===== src/rtl/point_spawn_ctrl_if.sv =====
// Occupancy RAM read port shared between the spawn controller and the board RAM.
// Read data returns one cycle after the strobe.
interface point_spawn_ctrl_if;
  logic       occ_rd_en;
  logic [4:0] occ_rd_x;
  logic [4:0] occ_rd_y;
  logic       occ_rd_data;

  modport master (
    output occ_rd_en,
    output occ_rd_x,
    output occ_rd_y,
    input  occ_rd_data
  );

  modport slave (
    input  occ_rd_en,
    input  occ_rd_x,
    input  occ_rd_y,
    output occ_rd_data
  );
endinterface


===== src/rtl/point_spawn_ctrl.sv =====
// Food-point spawn sequencer: arbitrates eat events, steps two 5-bit LFSRs and
// retries candidates against the occupancy RAM until a free cell is committed.
module point_spawn_ctrl #(
  parameter int X_RANGE   = 30,
  parameter int Y_RANGE   = 22,
  parameter int MAX_TRIES = 8
) (
  input  logic                     clk_75,
  input  logic                     rst,
  input  logic                     game_active,
  input  logic                     seed_load,
  input  logic [4:0]               seed_x,
  input  logic [4:0]               seed_y,
  input  logic                     eat_local,
  input  logic                     eat_remote,
  point_spawn_ctrl_if.master       occ,
  output logic [4:0]               point_x,
  output logic [4:0]               point_y,
  output logic                     point_valid,
  output logic                     point_update,
  output logic                     grant_local,
  output logic                     grant_remote,
  output logic                     busy,
  output logic                     spawn_fail
);

  localparam int TRIES_W = $clog2(MAX_TRIES + 1);

  typedef enum logic [2:0] {
    IDLE,
    STEP,
    QUERY,
    CHECK,
    COMMIT
  } state_t;

  state_t               state_q, state_d;
  logic   [4:0]         lfsr_x_q, lfsr_x_d;
  logic   [4:0]         lfsr_y_q, lfsr_y_d;
  logic   [4:0]         cx_q, cx_d;
  logic   [4:0]         cy_q, cy_d;
  logic   [TRIES_W-1:0] tries_q, tries_d;
  logic                 rr_q, rr_d;
  logic   [4:0]         point_x_q, point_x_d;
  logic   [4:0]         point_y_q, point_y_d;
  logic                 point_valid_q, point_valid_d;
  logic                 grant_l_q, grant_l_d;
  logic                 grant_r_q, grant_r_d;

  function automatic logic [4:0] lfsr_step(input logic [4:0] v);
    return {v[3], v[2], v[1], v[0] ^ v[4], v[4]};
  endfunction

  // An all-zero LFSR never leaves zero, so a zero seed is promoted to 1.
  function automatic logic [4:0] seed_fix(input logic [4:0] s);
    return (s == 5'd0) ? 5'd1 : s;
  endfunction

  function automatic logic [4:0] to_coord(input logic [4:0] v, input logic [4:0] range);
    return (v % range) + 5'd1;
  endfunction

  always_comb begin
    state_d       = state_q;
    lfsr_x_d      = lfsr_x_q;
    lfsr_y_d      = lfsr_y_q;
    cx_d          = cx_q;
    cy_d          = cy_q;
    tries_d       = tries_q;
    rr_d          = rr_q;
    point_x_d     = point_x_q;
    point_y_d     = point_y_q;
    point_valid_d = point_valid_q;
    grant_l_d     = 1'b0;
    grant_r_d     = 1'b0;
    spawn_fail    = 1'b0;

    unique case (state_q)
      IDLE: begin
        if (seed_load) begin
          lfsr_x_d      = seed_fix(seed_x);
          lfsr_y_d      = seed_fix(seed_y);
          point_valid_d = 1'b0;
          tries_d       = '0;
          state_d       = STEP;
        end else if (point_valid_q && (eat_local || eat_remote)) begin
          point_valid_d = 1'b0;
          state_d       = STEP;
          // rr_q = 0 favours the local snake on a tie; the loser is dropped.
          if (eat_local && eat_remote) begin
            grant_l_d = ~rr_q;
            grant_r_d = rr_q;
            rr_d      = ~rr_q;
          end else begin
            grant_l_d = eat_local;
            grant_r_d = eat_remote;
          end
        end
      end
      STEP: begin
        lfsr_x_d = lfsr_step(lfsr_x_q);
        lfsr_y_d = lfsr_step(lfsr_y_q);
        cx_d     = to_coord(lfsr_x_d, 5'(X_RANGE));
        cy_d     = to_coord(lfsr_y_d, 5'(Y_RANGE));
        state_d  = QUERY;
      end
      QUERY: begin
        state_d = CHECK;
      end
      CHECK: begin
        if (occ.occ_rd_data) begin
          state_d = STEP;
          if (tries_q == TRIES_W'(MAX_TRIES - 1)) begin
            spawn_fail = 1'b1;
            tries_d    = '0;
          end else begin
            tries_d = tries_q + TRIES_W'(1);
          end
        end else begin
          // Point registers load here so they are already valid during COMMIT.
          point_x_d     = cx_q;
          point_y_d     = cy_q;
          point_valid_d = 1'b1;
          state_d       = COMMIT;
        end
      end
      COMMIT: begin
        tries_d = '0;
        state_d = IDLE;
      end
      default: begin
        state_d = IDLE;
      end
    endcase

    // Leaving the game freezes the LFSRs and the last point but drops validity.
    if (!game_active) begin
      state_d       = IDLE;
      lfsr_x_d      = lfsr_x_q;
      lfsr_y_d      = lfsr_y_q;
      tries_d       = '0;
      rr_d          = rr_q;
      point_x_d     = point_x_q;
      point_y_d     = point_y_q;
      point_valid_d = 1'b0;
      grant_l_d     = 1'b0;
      grant_r_d     = 1'b0;
      spawn_fail    = 1'b0;
    end
  end

  always_ff @(posedge clk_75) begin
    if (rst) begin
      state_q       <= IDLE;
      lfsr_x_q      <= 5'd1;
      lfsr_y_q      <= 5'd1;
      tries_q       <= '0;
      rr_q          <= 1'b0;
      point_x_q     <= 5'd0;
      point_y_q     <= 5'd0;
      point_valid_q <= 1'b0;
      grant_l_q     <= 1'b0;
      grant_r_q     <= 1'b0;
    end else begin
      state_q       <= state_d;
      lfsr_x_q      <= lfsr_x_d;
      lfsr_y_q      <= lfsr_y_d;
      tries_q       <= tries_d;
      rr_q          <= rr_d;
      point_x_q     <= point_x_d;
      point_y_q     <= point_y_d;
      point_valid_q <= point_valid_d;
      grant_l_q     <= grant_l_d;
      grant_r_q     <= grant_r_d;
    end
  end

  // Candidate cell is pure data and is only observed in QUERY/CHECK.
  always_ff @(posedge clk_75) begin
    cx_q <= cx_d;
    cy_q <= cy_d;
  end

  assign occ.occ_rd_en = (state_q == QUERY);
  assign occ.occ_rd_x  = (state_q == QUERY) ? cx_q : 5'd0;
  assign occ.occ_rd_y  = (state_q == QUERY) ? cy_q : 5'd0;

  assign point_x      = point_x_q;
  assign point_y      = point_y_q;
  assign point_valid  = point_valid_q;
  assign point_update = (state_q == COMMIT);
  assign grant_local  = grant_l_q;
  assign grant_remote = grant_r_q;
  assign busy         = (state_q != IDLE);

endmodule

===== src/flat_wrapper.sv =====
// flat-port wrapper written by rule: the top's interface ports become plain ports
module point_spawn_ctrl_flat 
#(
  parameter int X_RANGE   = 30,
  parameter int Y_RANGE   = 22,
  parameter int MAX_TRIES = 8
)
  (clk_75, rst, game_active, seed_load, seed_x, seed_y, eat_local, eat_remote, point_x, point_y, point_valid, point_update, grant_local, grant_remote, busy, spawn_fail, occ_occ_rd_en, occ_occ_rd_x, occ_occ_rd_y, occ_occ_rd_data);
  point_spawn_ctrl_if occ_i ();
  input  logic clk_75;
  input  logic rst;
  input  logic game_active;
  input  logic seed_load;
  input  logic [4:0] seed_x;
  input  logic [4:0] seed_y;
  input  logic eat_local;
  input  logic eat_remote;
  output logic [4:0] point_x;
  output logic [4:0] point_y;
  output logic point_valid;
  output logic point_update;
  output logic grant_local;
  output logic grant_remote;
  output logic busy;
  output logic spawn_fail;
  output wire logic [$bits(occ_i.occ_rd_en)-1:0] occ_occ_rd_en;
  output wire logic [$bits(occ_i.occ_rd_x)-1:0] occ_occ_rd_x;
  output wire logic [$bits(occ_i.occ_rd_y)-1:0] occ_occ_rd_y;
  input wire logic [$bits(occ_i.occ_rd_data)-1:0] occ_occ_rd_data;
  assign occ_occ_rd_en = occ_i.occ_rd_en;
  assign occ_occ_rd_x = occ_i.occ_rd_x;
  assign occ_occ_rd_y = occ_i.occ_rd_y;
  assign occ_i.occ_rd_data = occ_occ_rd_data;
  point_spawn_ctrl #(.X_RANGE(X_RANGE), .Y_RANGE(Y_RANGE), .MAX_TRIES(MAX_TRIES)) u_core (.clk_75(clk_75), .rst(rst), .game_active(game_active), .seed_load(seed_load), .seed_x(seed_x), .seed_y(seed_y), .eat_local(eat_local), .eat_remote(eat_remote), .occ(occ_i), .point_x(point_x), .point_y(point_y), .point_valid(point_valid), .point_update(point_update), .grant_local(grant_local), .grant_remote(grant_remote), .busy(busy), .spawn_fail(spawn_fail));
endmodule

===== config.mk =====
export PLATFORM = sky130hd
export DESIGN_NAME = point_spawn_ctrl_flat
export DESIGN_NICKNAME = d
export VERILOG_FILES = /design/src/rtl/point_spawn_ctrl_if.sv /design/src/rtl/point_spawn_ctrl.sv /design/src/flat_wrapper.sv
export SDC_FILE = /design/constraint.sdc
export NUM_CORES = 1
export LEC_CHECK = 0
export CAP_MARGIN = 30
export CELL_PAD_IN_SITES_DETAIL_PLACEMENT = 2
export CELL_PAD_IN_SITES_GLOBAL_PLACEMENT = 2
export CORE_ASPECT_RATIO = 1.1
export CORE_MARGIN = 3
export CORE_UTILIZATION = 28
export DETAILED_ROUTE_END_ITERATION = 16
export GPL_TIMING_DRIVEN = 1
export PLACE_DENSITY_LB_ADDON = 0.25
export SETUP_SLACK_MARGIN = 0.1
export SLEW_MARGIN = 10
export SYNTH_ARGS = -nofsm -noshare
export SYNTH_HDL_FRONTEND = slang
export SYNTH_SLANG_ARGS = --single-unit

===== constraint.sdc =====
create_clock -name clk_75 -period 2.9 [get_ports clk_75]
set_clock_uncertainty 0.15 [all_clocks]
set_input_delay 0.435 -clock clk_75 [delete_from_list [all_inputs] [get_ports clk_75]]
set_output_delay 0.435 -clock clk_75 [all_outputs]
set_load 0.01 [all_outputs]

==> flow_results.org, run 1 <==
** Outcome
- The flow ran to the end, and the final reports show no timing, DRC or antenna violations.

** Placement
- Number of buffer cells added on primary ports :: 43
- At the end of routability-driven placement, the weighted congestion stood at approximately 0.73.
- The wire-length estimate of the detail-placed layout is 4320 um.
- Once placement finished, the instance area stood at 2680 sq um.

** Hold path
- Hold Path Sink :: u_core.tries_q[3]
- Beginning of the worst hold path :: u_core.tries_q[3]
- The worst hold path was traced through 2 stages.
- Hold Path Class :: register to register

** Finish
- In the final layout, the share of cells above drive strength 1 is under 10%.
- From synthesis to final layout, the design area changed by 33.2%.
- The number of antenna diodes in the final layout is 0.
- Filler instances :: 822
- Summing all non-filler instances in the final layout gives an area of 2870 sq um.
- Layout net count :: between 300 and 400

** Global routing
- Met1 usage :: between 10% and 20%
- Global routing's busiest layer :: met2
- The via count of the first global-routing pass was 2021.
- Entering global routing, the biggest net connects 22 pins.
- For this run, global-route usage on met2 was measured as 24.4%.
- After global routing the overflow that remains totals 0.
- Met3 usage :: about 2.9%
- The number of antenna violations at the first check in global routing came to 0.
- GRT Util Overall :: between 10 and 15%
- Global-route wire length before repair :: slightly above 10000 um

** Drt
- Total wirelength of the detailed-routed design :: approximately 6000 um
- Number of nets with antenna violations after routing :: 0
- In the final routed layout, each cell accounts on average for about 16 um.
- After detailed routing, the number of remaining DRC violations is 0.
- The first TritonRoute pass finished after 4 iterations.
- In this run, the number of DRC markers left after iteration 0 of detailed routing was 63.
- Via-to-Cell Ratio :: 4.95
- Summing over every cut layer, the via total after detailed routing is 1889.

** Worst setup path
- Setup slack of the worst register-to-register path :: 0.26 ns
- The startpoint identified for the worst register-to-register timing path is u_core.lfsr_x_q[4].
- The worst setup path is of the register to register kind.
- In this run the worst path has a maximum fanout of 8.
- Category of the worst setup path capture point :: register
- Kind of launch point of the worst setup path :: register
- Required time reported for the critical path endpoint :: roughly 2.8 ns
- The worst register-to-register path has a depth of 11.
- Data on the critical path arrives at its endpoint at 2.50 ns.
- Reg-to-reg critical path endpoint :: u_core.cx_q[4]

** STA
- Setup repair after global routing missed its margin :: true
- The number of slew-limit violations in the final report came to 0.
- At the pin with the least slew margin, the transition time is 0.493 ns.
- Final TNS setup :: 0 ns
- Final hold violation count :: 0
- For the finished layout, the period the worst path requires is 2.64 ns.
- Static timing analysis puts the maximum clock frequency at 0.379 GHz.
- Ratio of final minimum period to clock period :: roughly 91%
- Measured against its own limit, the worst slew margin works out to approximately 67%.
- Setup violations remaining at the end of the flow were counted as 0.
- Post-Route Hold Slack :: ~0.33 ns

** Yosys
- By count the netlist is led by sky130_fd_sc_hd__dfxtp_1, sky130_fd_sc_hd__nor2_1, sky130_fd_sc_hd__nand2_1.
- Sequential fraction of the synthesis area :: 42.7%
- Number of enable flip-flop cells after synthesis :: 10
- The netlist uses 47 different library cells.
- In this run the mean area of a mapped cell was 9.18 sq um.
- Synthesis produced 235 cells.
- Among all flip-flop cells after synthesis, the most frequent one is sky130_fd_sc_hd__dfxtp_1.
- Total nets after synthesis :: about 260
- The Yosys step of the flow raised 0 warnings.
- The cell area that synthesis handed to floorplanning was ~2200 sq um.
- Largest cells by area after synthesis :: sky130_fd_sc_hd__dfxtp_1, sky130_fd_sc_hd__edfxtp_1, sky130_fd_sc_hd__nor2_1
- Number of storage elements in the synthesis netlist :: 41
- The largest total area in the synthesized netlist belongs to sky130_fd_sc_hd__dfxtp_1.
- Synth top area share :: around 29%
- In the synthesized netlist the async set-or-reset flop fraction comes to 0%.

** Clock network
- Counting the buffers created by CTS gives 5.
- The tree built by TritonCTS fans out to 41 sinks.
- Clock tree from TritonCTS :: done
- The longest clock path from root to sink contains 2 buffers.
- For this design, the CTS-stage hold fixing added 0 buffers.
- Clock tree synthesis selected as its root buffer the cell sky130_fd_sc_hd__clkbuf_8.
- Clock slew at the register clock pins of the worst setup and hold paths :: 0.08 ns
- Clk_lat worst skew :: around 0.30 ns
- H-tree levels :: 2

** Die
- I/O pin cnt :: 44
- Die X :: 89.7 um
- Die Area :: 8790 sq um
- The floorplan step defined a core boundary enclosing 7250 sq um.
- The die is 98.1 um tall.
- Starting utilization of the core area :: between 20 and 30%
- Num rows :: 32

** Power
- Lkg Pwr :: 1.01 nW
- Peak VDD IR :: 0.174 mV
- Total power :: between 1 and 1.5 mW
- Power per cell area :: 486 nW/um^2

** Flow run
- # Max-Cap Violations :: 0
per-layer routing:
layer	vias up	wire, um
met1	927	2820
li1	926	-
met2	32	2960
met4	0	47
met5	-	0
met3	4	181
layout by cell type (no fill, tap or decap), types with 5 or more instances in the layout:
master / Yosys / layout
sky130_fd_sc_hd__a211oi_1: 7 / 5
sky130_fd_sc_hd__a21oi_1: 7 / 7
sky130_fd_sc_hd__a311oi_1: 7 / 7
sky130_fd_sc_hd__and2_1: 11 / 11
sky130_fd_sc_hd__buf_4: 1 / 8
sky130_fd_sc_hd__clkbuf_8: 0 / 5
sky130_fd_sc_hd__clkdlybuf4s50_1: 0 / 43
sky130_fd_sc_hd__dfxtp_1: 31 / 31
sky130_fd_sc_hd__edfxtp_1: 10 / 10
sky130_fd_sc_hd__inv_1: 9 / 8
sky130_fd_sc_hd__mux2i_1: 10 / 10
sky130_fd_sc_hd__nand2_1: 19 / 19
sky130_fd_sc_hd__nor2_1: 31 / 31
sky130_fd_sc_hd__nor3_1: 7 / 7
state kept, by name (all words and copies together) (netlist names):
name,flops
u_core.cx_q,5
u_core.cy_q,5
u_core.lfsr_x_q,5
u_core.lfsr_y_q,5
u_core.point_x,5
u_core.point_y,5
u_core.tries_q,4
u_core.state_q,3
u_core.grant_local,1
u_core.grant_remote,1
u_core.point_valid,1
u_core.rr_q,1
per-stage QoR:
stage / setup slack [ns] / cells / utilization [%]
final: 0.258 / 382 / 39.7
after detailed placement: -0.0356 / 373 / 37.0
after global placement: 0.115 / 373 / 37.0
after global routing: 0.0897 / 382 / 39.7
after floorplan: 0.128 / 235 / -
after CTS: 0.113 / 381 / 39.1
worst max path at each step:
| stage | start | end | cells past startpoint |
|---|---|---|---|
| global route | u_core.lfsr_x_q[4] | u_core.cx_q[4] | 11 |
| finish | u_core.lfsr_x_q[4] | u_core.cx_q[4] | 11 |
| global placement | u_core.lfsr_x_q[4] | u_core.cx_q[4] | 11 |
| detailed placement | u_core.lfsr_x_q[4] | u_core.cx_q[4] | 11 |
| floorplan | u_core.lfsr_x_q[4] | u_core.cx_q[4] | 11 |
| CTS | u_core.lfsr_x_q[4] | u_core.cx_q[4] | 11 |
power by group:
part	leakage [nW]	switching, mW	total, mW	internal [mW]
combinational	0.600	0.111	0.212	0.101
sequential	0.345	0.0276	0.638	0.610
clock	0.0681	0.205	0.547	0.342
final cells by class:
type	instances	area (sq um)	share of cell area, %
multi-input combinational	170	1160	40.5
sequential	41	921	32.0
timing repair buffer	51	490	17.1
tap	102	128	4.44
clock buffer	5	68.8	2.39
clock inverter	3	65.1	2.26
inverter	10	37.5	1.31
critical path: stages (launching register included):
cell	delay, ns
sky130_fd_sc_hd__dfxtp_1	0.35
sky130_fd_sc_hd__inv_2	0.07
sky130_fd_sc_hd__ha_4	0.26
sky130_fd_sc_hd__inv_1	0.05
sky130_fd_sc_hd__ha_4	0.19
sky130_fd_sc_hd__a21o_1	0.16
sky130_fd_sc_hd__a221oi_2	0.27
sky130_fd_sc_hd__ha_2	0.23
sky130_fd_sc_hd__nand2_1	0.06
sky130_fd_sc_hd__a211oi_2	0.23
sky130_fd_sc_hd__nor4bb_2	0.24
sky130_fd_sc_hd__a311oi_1	0.08
cell families after synthesis:
group / share of synthesized area (%)
AO/OA/AOI/OAI: 15.5
buffers and inverters: 5.92
AND/OR/NAND/NOR: 24.3
adder cells (fa/ha/maj): 4.06
multiplexers: 4.64
flip-flops: 42.7
XOR/XNOR: 2.84
what timing repair did:
action,CTS,global route
resized for setup,4,5
buffers inserted,0,1
pin swaps,0,4
gates cloned,0,0
setup endpoints to repair,1,2
No activity file was read; power rests on OpenSTA's default activity.
==> inputs of run 2 (changes only) <==
Settings changed: CAP_MARGIN 30 to 20, CORE_UTILIZATION 28 to 29, CTS_BUF_LIST set to sky130_fd_sc_hd__clkbuf_8.
==> flow_results.org, run 2 (synthesized netlist as in run 1, its figures left out) <==
** Placement
- The placement-stage worst setup slack is 0.0149 ns (+0.0505 ns).
- Half-perimeter wire length of the detailed placement result :: 4210 um (-2.6%)
- The total cell area at the placement stage is 2660 sq um (-0.79%).
- Placed cells :: 356 (-4.6%)
- Number of buffer cells added on primary ports :: 43 (unchanged)
- RD Place Congestion :: 0.771 (+6.1%)

** STA
- The period utilization is 90.3% (-0.74 points).
- The count of endpoints failing hold in the final timing report is 0 (unchanged).
- The highest attainable clock frequency is 0.382 GHz (+0.82%).
- Setup repair after global routing missed its margin :: false
- Max-slew violation total from the final report :: 0 (unchanged)
- The minimum clock period after layout is 2.62 ns (-0.0216 ns).
- The minimum setup slack in the final design is 0.280 ns (+0.0216 ns).
- The final-report setup violation count came to 0 (unchanged).
- The worst slew slack as a fraction of its limit is 66.3% (-0.87 points).
- The post-route setup TNS is 0 ns (unchanged).
- Post-Route Hold Slack :: 0.335 ns (+0.00197 ns)
- Transition time of the tightest slew-check pin :: 0.506 ns (+0.0131 ns)

** Worst setup path
- Category of the worst setup path capture point :: register
- Worst EP arrival :: 2.51 ns (about the same)
- The setup path with the least slack is of type register to register.
- Crit Path Max Fanout :: 6 (-2)
- Total buffers and inverters traversed by the critical path :: 2 (unchanged)
- Setup slack of the worst register-to-register path :: 0.28 ns (+0.02 ns)
- Top cell by count, worst path :: sky130_fd_sc_hd__ha_4
- The delay of the slowest cell on the worst path was 0.34 ns (about the same).
- The data required time at the worst endpoint was 2.79 ns (+0.03 ns).
- Number of cells on the worst reg-to-reg path :: 11 (unchanged)
- Worst path depth :: 11 (unchanged)
- Critical Path Slowest Stage Cell :: sky130_fd_sc_hd__dfxtp_2
- Among cell families on the critical path, the largest total delay comes from compound AO/OA/AOI/OAI gates.
- STA classifies the critical path startpoint as a register.
- CP cell instances :: inv_2 -> ha_4 -> inv_1 -> ha_4 -> a21o_1 -> a221oi_4 -> ha_2 -> nand2_1 -> a211oi_2 -> nor4bb_2 -> a311oi_1

** Drt
- The overall via count from detail_route came to 1909 (+1.1%).
- Number of nets with antenna violations after routing :: 0 (unchanged)
- The total detailed-routing wirelength came to 5910 um (-1.8%).
- Routed len/inst :: 16.1 um (+2.5%)
- Remaining routing DRC violations :: 0 (unchanged)
- The number of vias per cell is 5.22 (+5.5%).
- The number of detailed-routing iterations run before antenna repair came to 4 (unchanged).
- Detailed Route Iter0 Violations :: 90 (+43%)

** Finish
- Layout overhead on the synthesized area :: 32.1%
- In the layout the commonest cells are sky130_fd_sc_hd__clkdlybuf4s50_1, sky130_fd_sc_hd__nor2_1, sky130_fd_sc_hd__dfxtp_1.
- Filler instances :: 787 (-4.3%)
- The net count reported at finish came to 304 (+0.33%).
- The total inserted antenna cells came to 0 (unchanged).
- Share of final-layout standard cells stronger than drive strength 1 :: 9.96% (+0.32 points)
- The end-of-flow core utilization is 40.0% (+0.32 points).
- The final instance area was 2850 sq um (-0.87%).
- The count of placed standard cells in the final layout, fillers left out is 366 (-4.2%).
- Leaving out fill and tap cells, the most frequent cell in the layout is sky130_fd_sc_hd__clkdlybuf4s50_1.

** Power
- Total power :: 1.34 mW (-3.9%)
- The maximum ir drop on the vdd rail came to 0.173 mV (-0.64%).
- The leakage power of the design is 1.01 nW (-0.75%).
- The total power density per cell area was 471 nW/um^2 (-3.0%).

** Outcome
- The flow ran to the end, and the final reports show no timing, DRC or antenna violations.

** Die
- The initial core utilization came to 30.3% (+0.50 points).
- Die Area :: 8510 sq um (-3.2%)
- The top-level I/O count came to 44 (unchanged).
- The floorplan die height is 96.5 um (-1.6%).
- The site row count came to 32 (unchanged).
- Die X :: 88.2 um (-1.6%)
- The core region area was 7130 sq um (-1.7%).

** Clock network
- H-tree levels :: 2 (unchanged)
- The tree is rooted in a sky130_fd_sc_hd__clkbuf_8.
- Clk_lat worst skew :: 0.31 ns (about the same)
- The hold buffer count at cts is 0 (unchanged).
- TritonCTS built the clock tree.
- The clock edge transition at the registers on the reported setup and hold paths came to 0.08 ns (about the same).
- Number of clock buffers inserted by TritonCTS :: 5 (unchanged)
- The maximum number of buffers from clock root to sink came to 2 (unchanged).
- Clock sink count :: 41 (unchanged)

** Global routing
- Antenna violations before repair :: 0 (unchanged)
- Global-route wire length before repair :: 9740 um (-3.2%)
- The largest net degree at the start of global routing came to 22 (unchanged).
- Number of global-route vias before repair :: 1963 (-2.9%)
- Total gr overflow :: 0 (unchanged)
- The overall global routing resource usage is 14.8% (+0.34 points).

** Hold path
- The instance count along the most critical hold path was 1 (-1).
- Hold Path Class :: register to register

** Flow run
- # Max-Cap Violations :: 0 (unchanged)
## run 2: changes by cell type in the layout (fill, tap and decap cells not counted), sizes merged
cell | previous run | this run
buf | 8 | 9
bufinv | 2 | 1
clkinvlp | 0 | 1
## run 2: path summary, 6_finish.rpt
| path | start | end |
|---|---|---|
| worst max register to register | u_core.lfsr_x_q[4] | u_core.cx_q[4] |
| worst min-delay path | u_core.rr_q | u_core.grant_local |
| worst min register to register | u_core.rr_q | u_core.grant_local |
| worst max-delay path | u_core.lfsr_x_q[4] | u_core.cx_q[4] |
## run 2: what timing repair did
| item | 4_1_cts | 5_1_grt |
|---|---|---|
| setup endpoints to repair | 1 | 1 |
| pin swaps | 1 | 4 |
| gates resized for setup | 4 | 6 |
| hold endpoints to repair | 0 | 0 |
| setup buffers | 1 | 1 |
## run 2: cell type report
class	count	area [sq um]	area share, %
inverters	10	37.5	1.32
flip-flops and latches	41	922	32.4
clock buffers	5	68.8	2.42
repair buffers	52	498	17.5
clock inverters	3	46.3	1.62
well taps	85	106	3.73
multi-input cells	170	1170	41.1
## run 2: layer usage
metal  share of wire, %  vias up  global-route usage (%)
met3                3.1        7                    2.80
met1                 47      934                    18.3
met2                 48       34                    25.4
met4                1.6        0                    5.54
met5                  0        -                       0
li1                   -      934                       -
## run 2: power breakdown
group	switching, mW	total, mW	internal, mW
Clock	0.225	0.483	0.258
Sequential	0.0273	0.638	0.610
Combinational	0.114	0.223	0.109
Total	0.366	1.34	0.977
